[config.mk]
export PLATFORM = sky130hd
export DESIGN_NAME = imem_loader
export DESIGN_NICKNAME = d
export VERILOG_FILES = /design/src/rtl/imem_loader.sv
export SDC_FILE = /design/constraint.sdc
export NUM_CORES = 1
export LEC_CHECK = 0
export CAP_MARGIN = 40
export CELL_PAD_IN_SITES_DETAIL_PLACEMENT = 1
export CELL_PAD_IN_SITES_GLOBAL_PLACEMENT = 1
export CORE_ASPECT_RATIO = 1.75
export CORE_UTILIZATION = 25
export DETAILED_ROUTE_END_ITERATION = 10
export GPL_ROUTABILITY_DRIVEN = 0
export PLACE_DENSITY = 0.65
export REMOVE_ABC_BUFFERS = 1
export SLEW_MARGIN = 20
export SYNTH_ARGS = -nofsm -noshare
export SYNTH_HDL_FRONTEND = slang
export SYNTH_SLANG_ARGS = --single-unit
[constraint.sdc]
create_clock -name clock -period 3.2 [get_ports clock]
set_input_delay 0.48 -clock clock [delete_from_list [all_inputs] [get_ports clock]]
set_output_delay 0.48 -clock clock [all_outputs]
set_load 0.005 [all_outputs]
[src/rtl/imem_loader.sv]
// Framed byte-stream writer for the instruction memory; holds the CPU while loading.
// Optional payload checksum byte enabled by defining IMEM_LOADER_CHECKSUM_EN.
module imem_loader #(
    parameter int Nloc  = 64,
    parameter int Dbits = 32
) (
    input  logic                    clock,
    input  logic                    reset,
    input  logic                    start,
    input  logic [7:0]              rx_data,
    input  logic                    rx_valid,
    output logic                    rx_ready,
    output logic                    wr,
    output logic [$clog2(Nloc)-1:0] addr,
    output logic [Dbits-1:0]        din,
    output logic                    cpu_hold,
    output logic                    done,
    output logic                    error
);

    localparam int BPW = Dbits / 8;
    localparam int BW  = (BPW > 1) ? $clog2(BPW) : 1;

    localparam logic [2:0] S_IDLE   = 3'd0;
    localparam logic [2:0] S_HDR_LO = 3'd1;
    localparam logic [2:0] S_HDR_HI = 3'd2;
    localparam logic [2:0] S_DATA   = 3'd3;
    localparam logic [2:0] S_WRITE  = 3'd4;
    localparam logic [2:0] S_DONE   = 3'd5;
    localparam logic [2:0] S_ERR    = 3'd6;
    localparam logic [2:0] S_CHECK  = 3'd7;

`ifdef IMEM_LOADER_CHECKSUM_EN
    localparam logic [2:0] S_FIN = S_CHECK;
`else
    localparam logic [2:0] S_FIN = S_DONE;
`endif

    logic [2:0]    state;
    logic [15:0]   len;
    logic [BW-1:0] bcnt;
    logic          xfer;
    logic          last_byte;
    logic          last_word;
    logic [16:0]   hdr_len;

`ifdef IMEM_LOADER_CHECKSUM_EN
    logic [7:0] xsum;
`endif

    assign xfer      = rx_valid && rx_ready;
    assign last_byte = (bcnt == BW'(BPW - 1));
    assign last_word = (17'(addr) == (17'(len) - 17'd1));
    assign hdr_len   = {1'b0, rx_data, len[7:0]};

    always_comb begin
        rx_ready = 1'b0;
        wr       = 1'b0;
        cpu_hold = 1'b1;
        done     = 1'b0;
        error    = 1'b0;
        case (state)
            S_HDR_LO, S_HDR_HI, S_DATA, S_CHECK: rx_ready = 1'b1;
            S_WRITE: wr = 1'b1;
            S_IDLE:  cpu_hold = 1'b0;
            S_DONE: begin
                cpu_hold = 1'b0;
                done     = 1'b1;
            end
            S_ERR:   error = 1'b1;
            default: cpu_hold = 1'b1;
        endcase
    end

    always_ff @(posedge clock) begin
        if (reset) begin
            state <= S_IDLE;
            len   <= '0;
            bcnt  <= '0;
            addr  <= '0;
            din   <= '0;
`ifdef IMEM_LOADER_CHECKSUM_EN
            xsum  <= '0;
`endif
        end else begin
            case (state)
                // ERR is also left by start so a failed load can be retried
                S_IDLE, S_DONE, S_ERR: begin
                    if (start) begin
                        state <= S_HDR_LO;
                        len   <= '0;
                        bcnt  <= '0;
                        addr  <= '0;
`ifdef IMEM_LOADER_CHECKSUM_EN
                        xsum  <= '0;
`endif
                    end
                end
                S_HDR_LO: begin
                    if (xfer) begin
                        len[7:0] <= rx_data;
                        state    <= S_HDR_HI;
                    end
                end
                S_HDR_HI: begin
                    if (xfer) begin
                        len[15:8] <= rx_data;
                        if (hdr_len > 17'(Nloc))
                            state <= S_ERR;
                        else if (hdr_len == 17'd0)
                            state <= S_FIN;
                        else
                            state <= S_DATA;
                    end
                end
                S_DATA: begin
                    if (xfer) begin
                        din[{bcnt, 3'b000} +: 8] <= rx_data;
`ifdef IMEM_LOADER_CHECKSUM_EN
                        xsum <= xsum ^ rx_data;
`endif
                        if (last_byte) begin
                            bcnt  <= '0;
                            state <= S_WRITE;
                        end else begin
                            bcnt <= bcnt + 1'b1;
                        end
                    end
                end
                // addr stays on the last written word once the load ends
                S_WRITE: begin
                    if (last_word) begin
                        state <= S_FIN;
                    end else begin
                        addr  <= addr + 1'b1;
                        state <= S_DATA;
                    end
                end
`ifdef IMEM_LOADER_CHECKSUM_EN
                S_CHECK: begin
                    if (xfer)
                        state <= (rx_data == xsum) ? S_DONE : S_ERR;
                end
`endif
                default: state <= S_IDLE;
            endcase
        end
    end

endmodule
* Word-level counts from Yosys, hierarchy flattened
Index checks and enable logic that the tools add are counted.
Operators by class: add/sub/neg operators 4, magnitude comparators 1, muxes and demuxes 26, equality and inequality tests 15, shift-type cells 2, reduce and logical (&&, ||, !) cells 16
Operators by type and width (count):
- 32-bit bitwise mux | 1
- 8-bit case mux with 2 select lines | 2
- 8-bit by 7-bit variable shift with 32-bit output, first input constant | 1
- 8-bit by 7-bit indexed part select with 32-bit output | 1
- 3-bit two-way mux | 8
- 6-bit by 17-bit == test with 1-bit output | 1
- 17-bit zero test | 1
- 16-bit by 1-bit subtractor with 17-bit output, second input constant | 1
- 16-bit by 7-bit > comparator with 1-bit output, second input constant | 1
- 16-bit two-way mux | 1
- 3-bit case mux with 5 select lines | 1
- 3-bit == test, second input constant | 4
- 6-bit two-way mux | 2
- 2-bit != test, second input constant | 6
- 6-bit case mux with 2 select lines | 1
- 3-bit AND reduction | 4
- 8-bit two-way mux | 1
- 2-bit nonzero test | 4
- 5-bit negation with 7-bit output | 1
- 6-bit by 1-bit adder with 6-bit output, second input constant | 1
- 3-bit by 2-bit == test with 1-bit output, second input constant | 2
- 2-bit two-way mux | 3
- 1-bit two-way mux | 5
- 5-bit AND reduction | 1
- 10 further kinds | 10
Word-level totals: register bits 59, input bits 12, output and inout port bits 43

* Logic depth before layout (Yosys ltp)
depth after elaboration 6, mapped depth 11

* Least setup slack after synthesis
OpenSTA, ideal clock, no wires.
path kind reg-to-reg, from reg len[1], to reg addr[1], clock period less this slack 2.521 ns, data required time 3.072 ns, stages on the path, launching flop included 12, setup time 0.128 ns, arrival 2.394 ns, path slack 0.679 ns, cell sequence dfxtp_1 -> buf_2 -> inv_1 -> ha_1 -> clkbuf_1 -> or4bb_1 -> a22oi_1 -> o2111ai_1 -> or4_4 -> o21ai_1 -> a2bb2oi_1 -> nor2_1
Between the ends: word-level cells in the longest chain between the ends 4
Ends and longest elaborated chain:
- start: declaration | RTL line 40 | logic [15:0] len;
- start signal: assignment | RTL line 101 | len[7:0] <= rx_data;
- 16-bit by 1-bit subtractor with 17-bit output | RTL line 53 | assign last_word = (17'(addr) == (17'(len) - 17'd1));
- 6-bit by 17-bit == test with 1-bit output | RTL line 53
- 2-bit != test (no source line)
- 3-bit AND reduction (no source line)
- end signal: assignment | RTL line 135 | addr <= addr + 1'b1;
- end: declaration | RTL line 14 | output logic [$clog2(Nloc)-1:0] addr,
No other way between the ends. A chain may end at the register's enable or synchronous reset.

* Worst setup path after layout
from reg len[0], to reg addr[1]
The elaborated chain is that of the path after synthesis.

==> impl_metrics.py <==
metrics = {
    "status": {
        "status": "finished clean",
    },
    "detailed_routing": {
        "antenna_left": 0,
        "routedWlPerCell_um": 17.16,
        "vias": 3232,
        "via_per_inst": 5.146,
        "first_iter_violations": 120,
        "wl_um": 10780,
        "drcViolationCount": 0,
        "firstDrtPassIters": 4,
    },
    "worst_setup_path": {
        "crit_arrival_ns": 2.96,
        "worstSetupEndpointType": "register",
        "cp_max_fo": 10,
        "cp.required_ns": 3.39,
        "critPathKind": "register to register",
        "crit_path_top_delay_cell": "or4_4",
        "critPathMaxStageDelay_ns": 0.47,
        "path_delay_family": "simple AND/OR/NAND/NOR gates",
        "reg2reg_from": "len[0]",
        "critPathLaunchType": "register",
        "startpoint": "len[0]",
        "cp_cell_sequence": "inv_1 > ha_1 > or4bb_1 > a22oi_1 > o2111ai_1 > or4_4 > o21ai_1 > a2bb2oi_1 > nor2_1",
        "critPathBufInv": 1,
    },
    "synthesis": {
        "synth_cell_type_count": 50,
        "ys.flop_type": "dfxtp_1",
        "syn_avg_cell_area_um2": 7.778,
        "ys_seq_area_share_pct": 37.78,
        "yosysTopAreaCellShare_pct": 37.78,
        "synth.area.top_cells": "dfxtp_1 38%, a21oi_1 9.4%, nand3_1 8.8%",
        "synth_edf_count": 0,
        "synthArstFlopShare_pct": 0,
        "yosysTopAreaCell": "dfxtp_1",
        "syn_inst": 402,
        "yosysWarnings": 0,
        "syn_area_mm2": 0.003127,
        "ys_seq_elements": 59,
    },
    "timing": {
        "setup_viol": 0,
        "finalSetupTns_ns": 0,
        "period_share_pct": 86.58,
        "fmax_ghz": 0.3609,
        "finalCriticalPeriod_ns": 2.770,
        "rsz0062_at_grt": "false",
        "relSlewSlack_pct": 45.19,
        "whs_ns": 0.4505,
        "tightest_slew_ns": 0.8159,
        "slew_violations": 0,
        "fin_skew_ns": 0.005639,
        "finalHoldViolCount": 0,
    },
    "finish": {
        "antenna_cells": 0,
        "fill_cells": 1486,
        "seq_area_mm2": 0.001181,
        "multi_input_area_mm2": 0.001808,
        "drive_gt1_share_pct": 10.15,
        "syn_to_final_growth_pct": 33.13,
        "final_cell_mix": "59 x a21oi_1, 59 x dfxtp_1, 55 x nand3_1",
        "postLayoutCoreUtil_pct": 34.49,
        "nNetsFinal": 479,
    },
    "die": {
        "die_w_um": 86.54,
        "die_area_mm2": 0.01298,
        "coreArea_mm2": 0.01207,
        "num_io_pins": 55,
        "die_y_um": 149.9,
        "rows": 53,
        "start_util_pct": 25.91,
    },
    "cts": {
        "hold_buffers": 0,
        "cts_sinks": 59,
        "post_cts_resized": 0,
        "clock_latency_ns": 0.33,
        "cts-root-buf": "clkbuf_16",
        "clk_pin_slew_worst_paths_ns": 0.05,
        "clk_path_buf_depth": 2,
        "cts_buffers": 9,
        "cts_setup_buffers": 0,
        "cts_tree": "done",
        "htreeDepth": 3,
    },
    "pwr": {
        "total_leakage_power_nw": 1.396,
        "vdd_drop_max_mv": 0.3328,
        "p_per_area_mw_per_mm2": 673.6,
    },
    "min_path": {
        "holdCritStartpoint": "din[16]",
        "hp-class": "register to register",
    },
    "global_route": {
        "grt_max_degree": 31,
        "overflow": 0,
        "grt.total_usage_pct": 17.61,
        "first_global_vias": 3229,
        "grt_antenna_before_repair": 0,
        "grt_pass1_wl_um": 17020,
    },
    "placement": {
        "post-dp-hpwl_um": 8097,
        "port_buffers": 54,
    },
    "job": {
        "drv_cap": 0,
    },
}
-- registers in the layout, summed over array words and instances, names as in the netlist --
name and flops:
bcnt 2, len 16, din 32, state 3, addr 6
-- cell usage after synthesis (2+ instances only) --
library cell and number:
a21oi_1 59, a22oi_1 3, a2bb2oi_1 2, a31oi_1 3, and2_1 5, and3_1 3, buf_2 2, clkbuf_1 21
dfxtp_1 59, ha_1 8, inv_1 10, mux2_1 2, nand2_1 43, nand2b_1 2, nand3_1 55, nand4_1 4
nor2_1 25, nor2b_1 3, nor3_1 9, nor3b_1 3, nor4_1 3, o211ai_1 2, o21a_1 2, o21ai_0 6
o21ai_1 4, o221ai_1 13, o22ai_1 5, or2_2 7, or3_1 8, or4_1 2, or4_4 3, xnor2_1 4
xor2_1 5
-- kinds of logic (layout without fill, tap and decap cells) --
group / after synthesis / count (layout) / synth area share [%]
xor gates and xnor gates: 9 / 9 / 2.521
buffers and inverters: 34 / 95 / 4.402
and+or+nand+nor: 181 / 181 / 29.81
DFF: 59 / 59 / 37.78
AOI/OAI and AO/OA: 108 / 108 / 21.25
adders and majority gates: 9 / 9 / 3.522
muxes: 2 / 2 / 0.7202
-- final cells by class --
| type | count | share of cell area (%) |
|---|---|---|
| Multi-Input combinational cell | 309 | 43.43 |
| Sequential cell | 59 | 28.37 |
| Inverter | 10 | 0.9017 |
| Timing Repair Buffer | 70 | 15.63 |
| Clock buffer | 11 | 6.072 |
| Clock inverter | 4 | 0.6312 |
| Tap cell | 165 | 4.959 |
-- worst register-to-register path, delay by kind of cell, from the launching register on --
family | cells | cell delay [ns]
buffers and inverters | 1 | 0.12
flip-flops | 1 | 0.39
AND/OR/NAND/NOR | 3 | 0.96
AO/OA/AOI/OAI | 4 | 0.75
adder cells (fa/ha/maj) | 1 | 0.41
-- metrics by stage --
step	power [mW]	std cells	setup slack [ns]	instance area [um^2]
floorplan	1.490	378	0.8179	3027
global placement	1.895	611	0.6363	3874
detailed placement	1.911	611	0.4294	3874
CTS	2.834	626	0.3960	4153
global route	2.969	628	0.2584	4163
finish	2.804	628	0.4295	4163
-- path summary, 6_finish.rpt --
path	to	slack, ns	cells past startpoint
max	addr[1]	0.43	9
min	din[16]	0.45	2
max reg2reg	addr[1]	0.43	9
min reg2reg	din[16]	0.45	2
-- power breakdown --
| part | internal, mW | switching (mW) |
|---|---|---|
| logic | 0.411 | 0.630 |
| registers | 0.783 | 0.0802 |
| clock network | 0.559 | 0.341 |
-- per-layer routing --
metal  track usage (%)  vias to the layer above  share of wire, %
li1                  -                     1576                 -
met1             18.10                     1575                38
met2             32.70                       59                56
met3             3.309                       22               2.7
met4             9.917                        0               3.5
met5                 0                        -                 0
Note: power is estimated with default switching activity, not from simulation.
==> edit: new RTL, same flow settings <==
Build with the macro `IMEM_LOADER_CHECKSUM_EN` defined.
--- a/src/rtl/imem_loader.sv
+++ b/src/rtl/imem_loader.sv
@@ -2,2 +2,4 @@
 // Optional payload checksum byte enabled by defining IMEM_LOADER_CHECKSUM_EN.
+`define IMEM_LOADER_CHECKSUM_EN
+
 module imem_loader #(
Check against the original RTL: not equivalent (a bounded check fails within 4 cycles, from zero or initial values and one cycle with reset high).
==> edit against the original RTL <==
  * Setup slack improved by 180 ps
  * Area after synthesis increased by 18%
  * Cell area increased by 13%
  * Sequential cell count increased by 8
  * Synthesized cell count increased by 20%
  * Total power decreased by 11%
  * Routed wire length increased by 14%
  * Register-to-register slack improved by 440 ps
  * Largest cell class unchanged
==> edit: results (changes against the original RTL) <==
- Outcome: completed (unchanged)
- Maximum clock frequency: 0.386 GHz (was 0.361 GHz)
- Filler cell count: 1754 (was 1486)
- Worst Setup EP: wr (was addr[1]$_SDFFE_PP0P_)
- Startpoint of the tightest hold check path: din[20]$_SDFFE_PP0P_ (was din[16]$_SDFFE_PP0P_)
- Met2 wire length: 6.68 mm (was 5.99 mm)
- Terminus of the critical flop-to-flop path: addr[0]$_SDFFE_PP0P_ (was addr[1]$_SDFFE_PP0P_)
- Area of all placed cells without fillers: 4710 µm² (was 4160 µm²)
- Dpl hpwl: 9.42 mm (was 8.10 mm)
- Combined global-route utilization of all metal layers: 16.7% (was 17.6%)
- Number of synthesis warnings: 0 (unchanged)
- NumNets Final: 550 (was 479)
- Number of cells traversed by the worst register-to-register path: 7 (was 9)
- Setup clock skew after layout: 10.5 ps (was 5.64 ps)
- Data arrival at the endpoint of the critical path: 2110 ps (was 2960 ps)
- Number of cells traversed by the worst hold path: 2 (unchanged)
- Largest fanout on the critical path: 12 (was 10)
- Number of input and output port buffers inserted: 54 (unchanged)
- Post-cts gate resize count: 0 (unchanged)
- Routed metal-1 wirelength: 4.86 mm (was 4.11 mm)
- Commonest cells in the netlist: a21oi_1, dfxtp_1, nand3_1, nand2_1, clkbuf_1 (was a21oi_1, dfxtp_1, nand3_1, nand2_1, nor2_1)
- IR Drop Worst-Case VDD: 0.243 mV (was 0.333 mV)
- Placed cell areas: 4450 µm² (was 3870 µm²)
- Cells taking the most area after synthesis: dfxtp_1, a21oi_1, nand3_1, nand2_1, o221ai_1 (unchanged)
- Largest net degree at the start of global routing: 41 (was 31)
- Mapped Avg Cell Area: 7.64 µm² (was 7.78 µm²)
- Vias in the first global route: 3879 (was 3229)
- Global-route wire length before repair: 19.9 mm (was 17.0 mm)
- Pre-CTS setup slack: 533 ps (was 429 ps)
- Rel. slew slack: 41.2% (was 45.2%)
- Final WL: 12.3 mm (was 10.8 mm)
- Clock latency at the later pin of the worst-skew pair: 330 ps (about the same)
- Count of different cell masters after synthesis: 55 (was 50)
- Static Leakage: 1.60 nW (was 1.40 nW)
- Vias per Instance: 5.22 (was 5.15)
- Fraction of final layout cells with drive strength greater than 1: 8.05% (was 10.2%)
- Part of the Yosys area used for sequential elements: 36.3% (was 37.8%)
- Top Registers: din (32), len (16), xsum (8) (was din (32), len (16), addr (6))
- CP Launch Point: state[0]$_SDFFE_PP0P_ (was len[0]$_SDFFE_PP0P_)
- Initial detailed-routing violation count: 159 (was 120)
- Startpoint of the most critical register-to-register path: len[0]$_SDFFE_PP0P_ (unchanged)
- Hold/Removal Path Class: register to register (unchanged)
- Amount of wire on met3 after detailed routing: 333 µm (was 292 µm)
- Setup slack, reg-to-reg: 870 ps (was 430 ps)
==> edit: changes by cell type in the layout (fill, tap and decap cells not counted), sizes merged, moves of 5 or more <==
cell   unedited run  this run
nor2b             3        17
dfxtp            59        67
nand2            43        51
a21oi            59        72
o21ai            11        18
or3               8         3
nor2             25        30
or2               7         2
==> edit: where the power goes <==
part / internal, mW / leakage [nW] / switching, mW / total (mW)
Clock: 0.520 / 0.122 / 0.367 / 0.886
Sequential: 0.866 / 0.540 / 0.0548 / 0.920
Combinational: 0.262 / 0.938 / 0.424 / 0.686
Total: 1.65 / 1.60 / 0.846 / 2.49
==> edit: worst min-delay path by stage <==
stage	to	slack, ps
after floorplan	len[15]$_SDFFE_PP0P_	440
after global placement	din[12]$_SDFFE_PP0P_	450
after detailed placement	din[10]$_SDFFE_PP0P_	450
after CTS	din[30]$_SDFFE_PP0P_	460
after global routing	din[15]$_SDFFE_PP0P_	480
final	din[20]$_SDFFE_PP0P_	450
==> edit: metrics by stage <==
stage	total power, mW	cells
5_1_grt	2.62	714
3_5_place_dp	1.62	699
2_1_floorplan	1.34	446
3_3_place_gp	1.60	698
6_report	2.49	714
4_1_cts	2.52	714
==> edit: layout make-up <==
type | count | share of cell area (%)
clock buffer | 11 | 4.94
clock inverter | 4 | 0.611
timing repair buffer | 73 | 14.7
multi-input combinational | 367 | 45.5
tap | 180 | 4.78
sequential | 67 | 28.5
inverter | 12 | 0.957
==> edit: worst max-delay path: stages (launching register included) <==
cell and delay, ps:
dfxtp_1 440, or3b_1 590, inv_1 220, clkdlybuf4s50_1 530
==> edit: cells by family (layout without fill, tap and decap cells) <==
logic type	count (synthesis)	after routing	synth area share [%]
AO/OA/AOI/OAI	137	137	23.0
XOR/XNOR	9	9	2.13
adder cells (fa/ha/maj)	9	9	3.02
buffers and inverters	49	100	5.59
flip-flops	67	67	36.3
multiplexers	5	5	1.49
AND/OR/NAND/NOR	207	207	28.4
==> edit: routing by layer <==
metal | track usage [%] | up-vias
met1 | 17.4 | 1806
met3 | 2.99 | 23
met2 | 31.5 | 68
met4 | 7.90 | 0
met5 | 0 | -
li1 | - | 1831
